--- src/rtl/alu_req_scheduler_if.sv ---
// Bundle of request, shared-ALU and response signals for the ALU request scheduler.
// The slave modport is the scheduler's view; master is the requester/ALU/consumer side.
interface alu_req_scheduler_if #(
    parameter int WIDTH = 16,
    parameter int NREQ  = 4,
    parameter int ID_W  = 2
);
    logic [NREQ-1:0]       req_valid;
    logic [NREQ-1:0]       req_ready;
    logic [NREQ*4-1:0]     req_op;
    logic [NREQ*WIDTH-1:0] req_a;
    logic [NREQ*WIDTH-1:0] req_b;

    logic [WIDTH-1:0]      alu_a;
    logic [WIDTH-1:0]      alu_b;
    logic [1:0]            alu_fun;
    logic                  arith_en;
    logic                  logic_en;
    logic                  cmp_en;
    logic                  shift_en;
    logic [WIDTH-1:0]      alu_out;
    logic                  alu_flag;

    logic                  resp_valid;
    logic                  resp_ready;
    logic [ID_W-1:0]       resp_id;
    logic [WIDTH-1:0]      resp_data;
    logic                  resp_err;
    logic                  busy;

    modport slave (
        input  req_valid, req_op, req_a, req_b,
        output req_ready,
        output alu_a, alu_b, alu_fun, arith_en, logic_en, cmp_en, shift_en,
        input  alu_out, alu_flag,
        output resp_valid, resp_id, resp_data, resp_err, busy,
        input  resp_ready
    );

    modport master (
        output req_valid, req_op, req_a, req_b,
        input  req_ready,
        input  alu_a, alu_b, alu_fun, arith_en, logic_en, cmp_en, shift_en,
        output alu_out, alu_flag,
        input  resp_valid, resp_id, resp_data, resp_err, busy,
        output resp_ready
    );
endinterface

--- src/rtl/alu_req_scheduler.sv ---
// Round-robin scheduler sharing one four-unit ALU between NREQ requesters;
// one operation in flight, result returned with the requester index.
module alu_req_scheduler #(
    parameter int WIDTH = 16,
    parameter int NREQ  = 4,
    parameter int ID_W  = 2
) (
    input  logic                  CLK,
    input  logic                  RST,
    alu_req_scheduler_if.slave    bus
);

    localparam int OPW = 4;

    localparam logic [1:0] ST_IDLE  = 2'd0;
    localparam logic [1:0] ST_ISSUE = 2'd1;
    localparam logic [1:0] ST_WAIT  = 2'd2;
    localparam logic [1:0] ST_RESP  = 2'd3;

    logic [1:0]       state_r;
    logic [ID_W-1:0]  rr_ptr_r;
    logic [ID_W-1:0]  grant_r;
    logic [1:0]       fun_r;
    logic [WIDTH-1:0] a_r;
    logic [WIDTH-1:0] b_r;
    logic [3:0]       en_r;
    logic [NREQ-1:0]  req_ready_r;
    logic             resp_valid_r;
    logic [WIDTH-1:0] resp_data_r;
    logic             resp_err_r;
    logic             busy_r;

    logic [NREQ-1:0]  hi_s;
    logic             grant_any_s;
    logic [ID_W-1:0]  grant_idx_s;
    logic [OPW-1:0]   sel_op_s;
    logic [WIDTH-1:0] sel_a_s;
    logic [WIDTH-1:0] sel_b_s;
    logic [ID_W-1:0]  next_ptr_s;
    logic             resp_hs_s;

    // Lowest set index of a request vector.
    function automatic logic [ID_W-1:0] first_set(input logic [NREQ-1:0] v);
        logic [ID_W-1:0] idx;
        idx = '0;
        for (int i = NREQ - 1; i >= 0; i--) begin
            idx = v[i] ? ID_W'(i) : idx;
        end
        return idx;
    endfunction

    function automatic logic [NREQ-1:0] id_to_onehot(input logic [ID_W-1:0] id);
        logic [NREQ-1:0] oh;
        oh = '0;
        for (int i = 0; i < NREQ; i++) begin
            oh[i] = (id == ID_W'(i));
        end
        return oh;
    endfunction

    // Unit select: bit0 arith, bit1 logic, bit2 cmp, bit3 shift.
    function automatic logic [3:0] unit_onehot(input logic [1:0] sel);
        logic [3:0] oh;
        case (sel)
            2'b00:   oh = 4'b0001;
            2'b01:   oh = 4'b0010;
            2'b10:   oh = 4'b0100;
            2'b11:   oh = 4'b1000;
            default: oh = 4'b0000;
        endcase
        return oh;
    endfunction

    // Round-robin grant: prefer requesters at or above rr_ptr, then wrap to the lowest.
    always_comb begin
        hi_s = '0;
        for (int i = 0; i < NREQ; i++) begin
            hi_s[i] = bus.req_valid[i] & (ID_W'(i) >= rr_ptr_r);
        end
        grant_any_s = |bus.req_valid;
        grant_idx_s = (|hi_s) ? first_set(hi_s) : first_set(bus.req_valid);
    end

    // Operand and op mux for the granted requester.
    always_comb begin
        sel_op_s = '0;
        sel_a_s  = '0;
        sel_b_s  = '0;
        for (int i = 0; i < NREQ; i++) begin
            sel_op_s = (grant_idx_s == ID_W'(i)) ? bus.req_op[i*OPW +: OPW]   : sel_op_s;
            sel_a_s  = (grant_idx_s == ID_W'(i)) ? bus.req_a[i*WIDTH +: WIDTH] : sel_a_s;
            sel_b_s  = (grant_idx_s == ID_W'(i)) ? bus.req_b[i*WIDTH +: WIDTH] : sel_b_s;
        end
    end

    // Pointer advance past the served requester and response handshake detect.
    always_comb begin
        next_ptr_s = (grant_r == ID_W'(NREQ - 1)) ? '0 : grant_r + ID_W'(1'b1);
        resp_hs_s  = resp_valid_r & bus.resp_ready;
    end

    // Scheduler FSM; every output is a flop loaded here.
    always_ff @(posedge CLK) begin
        if (RST) begin
            state_r      <= ST_IDLE;
            rr_ptr_r     <= '0;
            grant_r      <= '0;
            fun_r        <= 2'b00;
            a_r          <= '0;
            b_r          <= '0;
            en_r         <= 4'b0000;
            req_ready_r  <= '0;
            resp_valid_r <= 1'b0;
            resp_data_r  <= '0;
            resp_err_r   <= 1'b0;
            busy_r       <= 1'b0;
        end else begin
            case (state_r)
                ST_IDLE: begin
                    if (grant_any_s) begin
                        grant_r     <= grant_idx_s;
                        fun_r       <= sel_op_s[1:0];
                        a_r         <= sel_a_s;
                        b_r         <= sel_b_s;
                        en_r        <= unit_onehot(sel_op_s[3:2]);
                        req_ready_r <= id_to_onehot(grant_idx_s);
                        busy_r      <= 1'b1;
                        state_r     <= ST_ISSUE;
                    end else begin
                        en_r        <= 4'b0000;
                        req_ready_r <= '0;
                        state_r     <= ST_IDLE;
                    end
                end
                ST_ISSUE: begin
                    // The unit samples its enable this cycle and answers in WAIT.
                    en_r        <= 4'b0000;
                    req_ready_r <= '0;
                    state_r     <= ST_WAIT;
                end
                ST_WAIT: begin
                    resp_data_r  <= bus.alu_out;
                    resp_err_r   <= ~bus.alu_flag;
                    resp_valid_r <= 1'b1;
                    state_r      <= ST_RESP;
                end
                ST_RESP: begin
                    if (resp_hs_s) begin
                        resp_valid_r <= 1'b0;
                        rr_ptr_r     <= next_ptr_s;
                        busy_r       <= 1'b0;
                        state_r      <= ST_IDLE;
                    end else begin
                        state_r      <= ST_RESP;
                    end
                end
                default: begin
                    en_r         <= 4'b0000;
                    req_ready_r  <= '0;
                    resp_valid_r <= 1'b0;
                    busy_r       <= 1'b0;
                    state_r      <= ST_IDLE;
                end
            endcase
        end
    end

    assign bus.req_ready  = req_ready_r;
    assign bus.alu_a      = a_r;
    assign bus.alu_b      = b_r;
    assign bus.alu_fun    = fun_r;
    assign bus.arith_en   = en_r[0];
    assign bus.logic_en   = en_r[1];
    assign bus.cmp_en     = en_r[2];
    assign bus.shift_en   = en_r[3];
    assign bus.resp_valid = resp_valid_r;
    assign bus.resp_id    = grant_r;
    assign bus.resp_data  = resp_data_r;
    assign bus.resp_err   = resp_err_r;
    assign bus.busy       = busy_r;

endmodule

--- src/flat_wrapper.sv ---
// flat-port wrapper written by rule: the top's interface ports become plain ports
module alu_req_scheduler_flat 
#(
    parameter int WIDTH = 16,
    parameter int NREQ  = 4,
    parameter int ID_W  = 2
)
  (CLK, RST, bus_req_valid, bus_req_op, bus_req_a, bus_req_b, bus_req_ready, bus_alu_a, bus_alu_b, bus_alu_fun, bus_arith_en, bus_logic_en, bus_cmp_en, bus_shift_en, bus_alu_out, bus_alu_flag, bus_resp_valid, bus_resp_id, bus_resp_data, bus_resp_err, bus_busy, bus_resp_ready);
  alu_req_scheduler_if #(.WIDTH(WIDTH), .NREQ(NREQ), .ID_W(ID_W)) bus_i ();
  input  logic CLK;
  input  logic RST;
  input wire logic [$bits(bus_i.req_valid)-1:0] bus_req_valid;
  input wire logic [$bits(bus_i.req_op)-1:0] bus_req_op;
  input wire logic [$bits(bus_i.req_a)-1:0] bus_req_a;
  input wire logic [$bits(bus_i.req_b)-1:0] bus_req_b;
  output wire logic [$bits(bus_i.req_ready)-1:0] bus_req_ready;
  output wire logic [$bits(bus_i.alu_a)-1:0] bus_alu_a;
  output wire logic [$bits(bus_i.alu_b)-1:0] bus_alu_b;
  output wire logic [$bits(bus_i.alu_fun)-1:0] bus_alu_fun;
  output wire logic [$bits(bus_i.arith_en)-1:0] bus_arith_en;
  output wire logic [$bits(bus_i.logic_en)-1:0] bus_logic_en;
  output wire logic [$bits(bus_i.cmp_en)-1:0] bus_cmp_en;
  output wire logic [$bits(bus_i.shift_en)-1:0] bus_shift_en;
  input wire logic [$bits(bus_i.alu_out)-1:0] bus_alu_out;
  input wire logic [$bits(bus_i.alu_flag)-1:0] bus_alu_flag;
  output wire logic [$bits(bus_i.resp_valid)-1:0] bus_resp_valid;
  output wire logic [$bits(bus_i.resp_id)-1:0] bus_resp_id;
  output wire logic [$bits(bus_i.resp_data)-1:0] bus_resp_data;
  output wire logic [$bits(bus_i.resp_err)-1:0] bus_resp_err;
  output wire logic [$bits(bus_i.busy)-1:0] bus_busy;
  input wire logic [$bits(bus_i.resp_ready)-1:0] bus_resp_ready;
  assign bus_i.req_valid = bus_req_valid;
  assign bus_i.req_op = bus_req_op;
  assign bus_i.req_a = bus_req_a;
  assign bus_i.req_b = bus_req_b;
  assign bus_req_ready = bus_i.req_ready;
  assign bus_alu_a = bus_i.alu_a;
  assign bus_alu_b = bus_i.alu_b;
  assign bus_alu_fun = bus_i.alu_fun;
  assign bus_arith_en = bus_i.arith_en;
  assign bus_logic_en = bus_i.logic_en;
  assign bus_cmp_en = bus_i.cmp_en;
  assign bus_shift_en = bus_i.shift_en;
  assign bus_i.alu_out = bus_alu_out;
  assign bus_i.alu_flag = bus_alu_flag;
  assign bus_resp_valid = bus_i.resp_valid;
  assign bus_resp_id = bus_i.resp_id;
  assign bus_resp_data = bus_i.resp_data;
  assign bus_resp_err = bus_i.resp_err;
  assign bus_busy = bus_i.busy;
  assign bus_i.resp_ready = bus_resp_ready;
  alu_req_scheduler #(.WIDTH(WIDTH), .NREQ(NREQ), .ID_W(ID_W)) u_core (.CLK(CLK), .RST(RST), .bus(bus_i));
endmodule
--- config.mk ---
export PLATFORM = sky130hd
export DESIGN_NAME = alu_req_scheduler_flat
export DESIGN_NICKNAME = d
export VERILOG_FILES = /design/src/rtl/alu_req_scheduler_if.sv /design/src/rtl/alu_req_scheduler.sv /design/src/flat_wrapper.sv
export SDC_FILE = /design/constraint.sdc
export NUM_CORES = 1
export LEC_CHECK = 0
export CORE_MARGIN = 5
export CORE_UTILIZATION = 25
export CTS_CLUSTER_SIZE = 20
export DETAILED_ROUTE_END_ITERATION = 10
export SYNTH_ARGS = -nofsm -noshare
export SYNTH_HDL_FRONTEND = slang
export SYNTH_SLANG_ARGS = --single-unit
--- constraint.sdc ---
create_clock -name CLK -period 2.5 [get_ports CLK]
set_input_delay 0.25 -clock CLK [delete_from_list [all_inputs] [get_ports CLK]]
set_output_delay 0.25 -clock CLK [all_outputs]
set_load 0.01 [all_outputs]
==> flow_summary_export.csv <==
group,metric,value,unit
route,routed_wl,14700,um
yosys,syn_nets,642,
floorplan,dieWidth,130,um
yosys,synth_cells,468,
setup_path,start_kind,"input port",
place,dp_slack,153,ps
sta,finalClockSkew,4.64,ps
finish,layout.nets,856,
sta,fin_tns_setup,0,ps
global_routing,antenna_found_initial,0,
floorplan,initial_core_util,0.257,
floorplan,io_pins,231,
cts,htree_num_levels,3,
finish,diodes,0,
sta,finalHoldViolCount,0,
route,wl_met2,7230,um
setup_path,cp.arrival,2230,ps
yosys,netlist.top_cell.by_area,"dfxtp_1",
finish,drive_above_1_share,0.0524,
finish,area_growth,77.6,%
yosys,synth_ff_type,"dfxtp_1",
setup_path,critPathMaxFanout,7,
setup_path,required,2710,ps
sta,tightest_slew,553,ps
place,gp_congestion,0.817,
route,vias,4233,
cts,tritoncts,"done",
yosys,async_flop_share,0,
floorplan,rows,43,
yosys,synth-edff-count,0,
yosys,avgSynthCellArea,7.65,um2
cts,clk_pin_slew,50,ps
floorplan,fp.coreArea,13900,um2
floorplan,dieArea,16800,um2
cts,cts-root-buf,"clkbuf_16",
global_routing,grt_start_max_net_pins,71,
cts,numCtsBuffers,9,
cts,cts.sinks,67,
sta,fmax,494,MHz
global_routing,grt_pass1_wl,22100,um
finish,final_common_cell,"clkdlybuf4s50_1",
sta,rsz0062_at_grt,"false",
yosys,yosys-top-cells-area,"dfxtp_1 (37%), nand2_1 (15%), nand3_1 (10%), a32o_1 (9.5%), mux2i_1 (5.0%)",
sta,min_period,2020,ps
sta,slew_headroom,0.630,
route,first_pass_iters,4,
yosys,netlist_area,3580,um2
yosys,ys_seq_area_frac,0.375,
route,vias_per_cell,4.88,
route,wl_per_cell,17.0,um
route,wl_met3,1650,um
route,ant_nets,0,
yosys,yosys_warnings,0,
yosys,synthDistinctLibCells,38,
finish,final_cell_mix,"clkdlybuf4s50_1 (230), nand2_1 (142), nand3_1 (73)",
place,io_buffer_count,230,
sta,setup_viol,0,
setup_path,path_class,"in2reg",
power,powerDensity,609,nW/um2
cts,post_cts_buffers,0,
global_routing,grt_overflow,0,
route,top_layer_used,"met4",
cts,post_cts_resized,0,
power,ir_drop,0.000334,V
sta,finalMaxSlewViolations,0,
route,drcViolationCount,0,
cts,cts_buffer_depth,2,
cts,clock_latency,330,ps
power,power_leakage,2.44,nW
floorplan,die_height,130,um
global_routing,grt_use_total,0.167,
yosys,yosys.area.top_type_share,0.375,
place,dp_hpwl,10800,um
finish,fill_cells,1351,
sta,worst_slack,476,ps
run_status,status,"finished, final reports clean",
yosys,synth_seq_cells,67,
route,drt-initial-drc-count,152,
cts,cts_hold_buf,0,
job,cap_viol_max_count,0,
setup_path,end_kind,"flop",
sta,fin_crit_sh,0.810,
route,drt-met1-wl,5710,um
hold_path,hp-class,"reg2reg",
global_routing,grt_pass1_vias,4381,
==> cell type report <==
| cell class | count | area, um2 | area share |
|---|---|---|---|
| timing repair buffer | 241 | 2450 | 0.385 |
| clock inverter | 4 | 51.3 | 0.00807 |
| clock buffer | 12 | 236 | 0.0372 |
| tap | 180 | 225 | 0.0354 |
| inverter | 3 | 11.3 | 0.00177 |
| sequential | 67 | 1340 | 0.211 |
| multi-input combinational | 360 | 2040 | 0.321 |
==> cells by family (layout without fill, tap and decap cells) <==
group	Yosys count	in the layout	synth area share
multiplexers	18	18	0.0503
adder cells (fa/ha/maj)	6	6	0.0210
AND/OR/NAND/NOR	265	265	0.326
AO/OA/AOI/OAI	71	71	0.169
flip-flops	67	67	0.375
buffers and inverters	41	260	0.0594
==> final timing paths <==
check | start | to | slack (ps) | cells past startpoint
worst min-delay path | u_core.en_r[2] | u_core.en_r[2] | 460 | 2
worst max register to register | u_core.rr_ptr_r[1] | u_core.en_r[3] | 510 | 6
worst min register to register | u_core.en_r[2] | u_core.en_r[2] | 460 | 2
worst max-delay path | bus_req_valid[3] | u_core.en_r[0] | 480 | 7
==> routing by layer <==
metal  vias up  track usage
li1       2073            -
met1      1957        0.182
met2       191        0.301
met3        12       0.0660
met4         0       0.0471
met5         -            0
==> synth_stat cells (2+ instances only) <==
library cell,instances
ha_1,6
buf_4,9
o221ai_1,2
nor2_1,34
and3_1,2
clkbuf_1,8
nor2b_1,3
buf_2,19
mux2i_1,18
a211oi_2,2
o22ai_1,3
a32o_1,34
a21oi_1,11
nand2_1,142
a22oi_1,4
a211oi_1,6
o21ai_0,3
nor3_1,2
inv_1,3
nand3_1,73
dfxtp_1,67
==> report_power, final <==
| part | total, mW | internal (mW) | leakage [nW] | switching, mW |
|---|---|---|---|---|
| clock network | 1.24 | 0.773 | 0.137 | 0.464 |
| registers | 1.32 | 1.23 | 0.550 | 0.0902 |
| logic | 1.32 | 0.735 | 1.75 | 0.583 |
| total | 3.87 | 2.73 | 2.44 | 1.14 |
==> sequential cells by signal, indices dropped and copies added (netlist names) <==
signal / count
u_core.bus.alu_a: 16
u_core.bus.alu_b: 16
u_core.bus.alu_fun: 2
u_core.bus.busy: 1
u_core.bus.req_ready: 4
u_core.bus.resp_data: 16
u_core.bus.resp_err: 1
u_core.bus.resp_id: 2
u_core.bus.resp_valid: 1
u_core.en_r: 4
u_core.rr_ptr_r: 2
u_core.state_r: 2
==> metrics by stage <==
| step | total power, mW | util | std cells | cell area [um2] | hold slack (ps) |
|---|---|---|---|---|---|
| CTS | 3.95 | 0.456 | 867 | 6350 | 461 |
| floorplan | 1.93 | - | 468 | 3580 | 349 |
| detailed placement | 2.66 | 0.435 | 851 | 6070 | 454 |
| global route | 4.11 | 0.456 | 867 | 6350 | 477 |
| finish | 3.87 | 0.456 | 867 | 6350 | 458 |
| global placement | 2.64 | 0.435 | 851 | 6070 | 447 |
==> worst max-delay path, cell delays in order <==
cell and delay, ps:
clkdlybuf4s50_1 560, nor4_4 410, nand2b_4 230, or2_1 230, and4bb_1 260, o22ai_1 200
a21oi_1 90
Note: power is estimated with default switching activity, not from simulation.
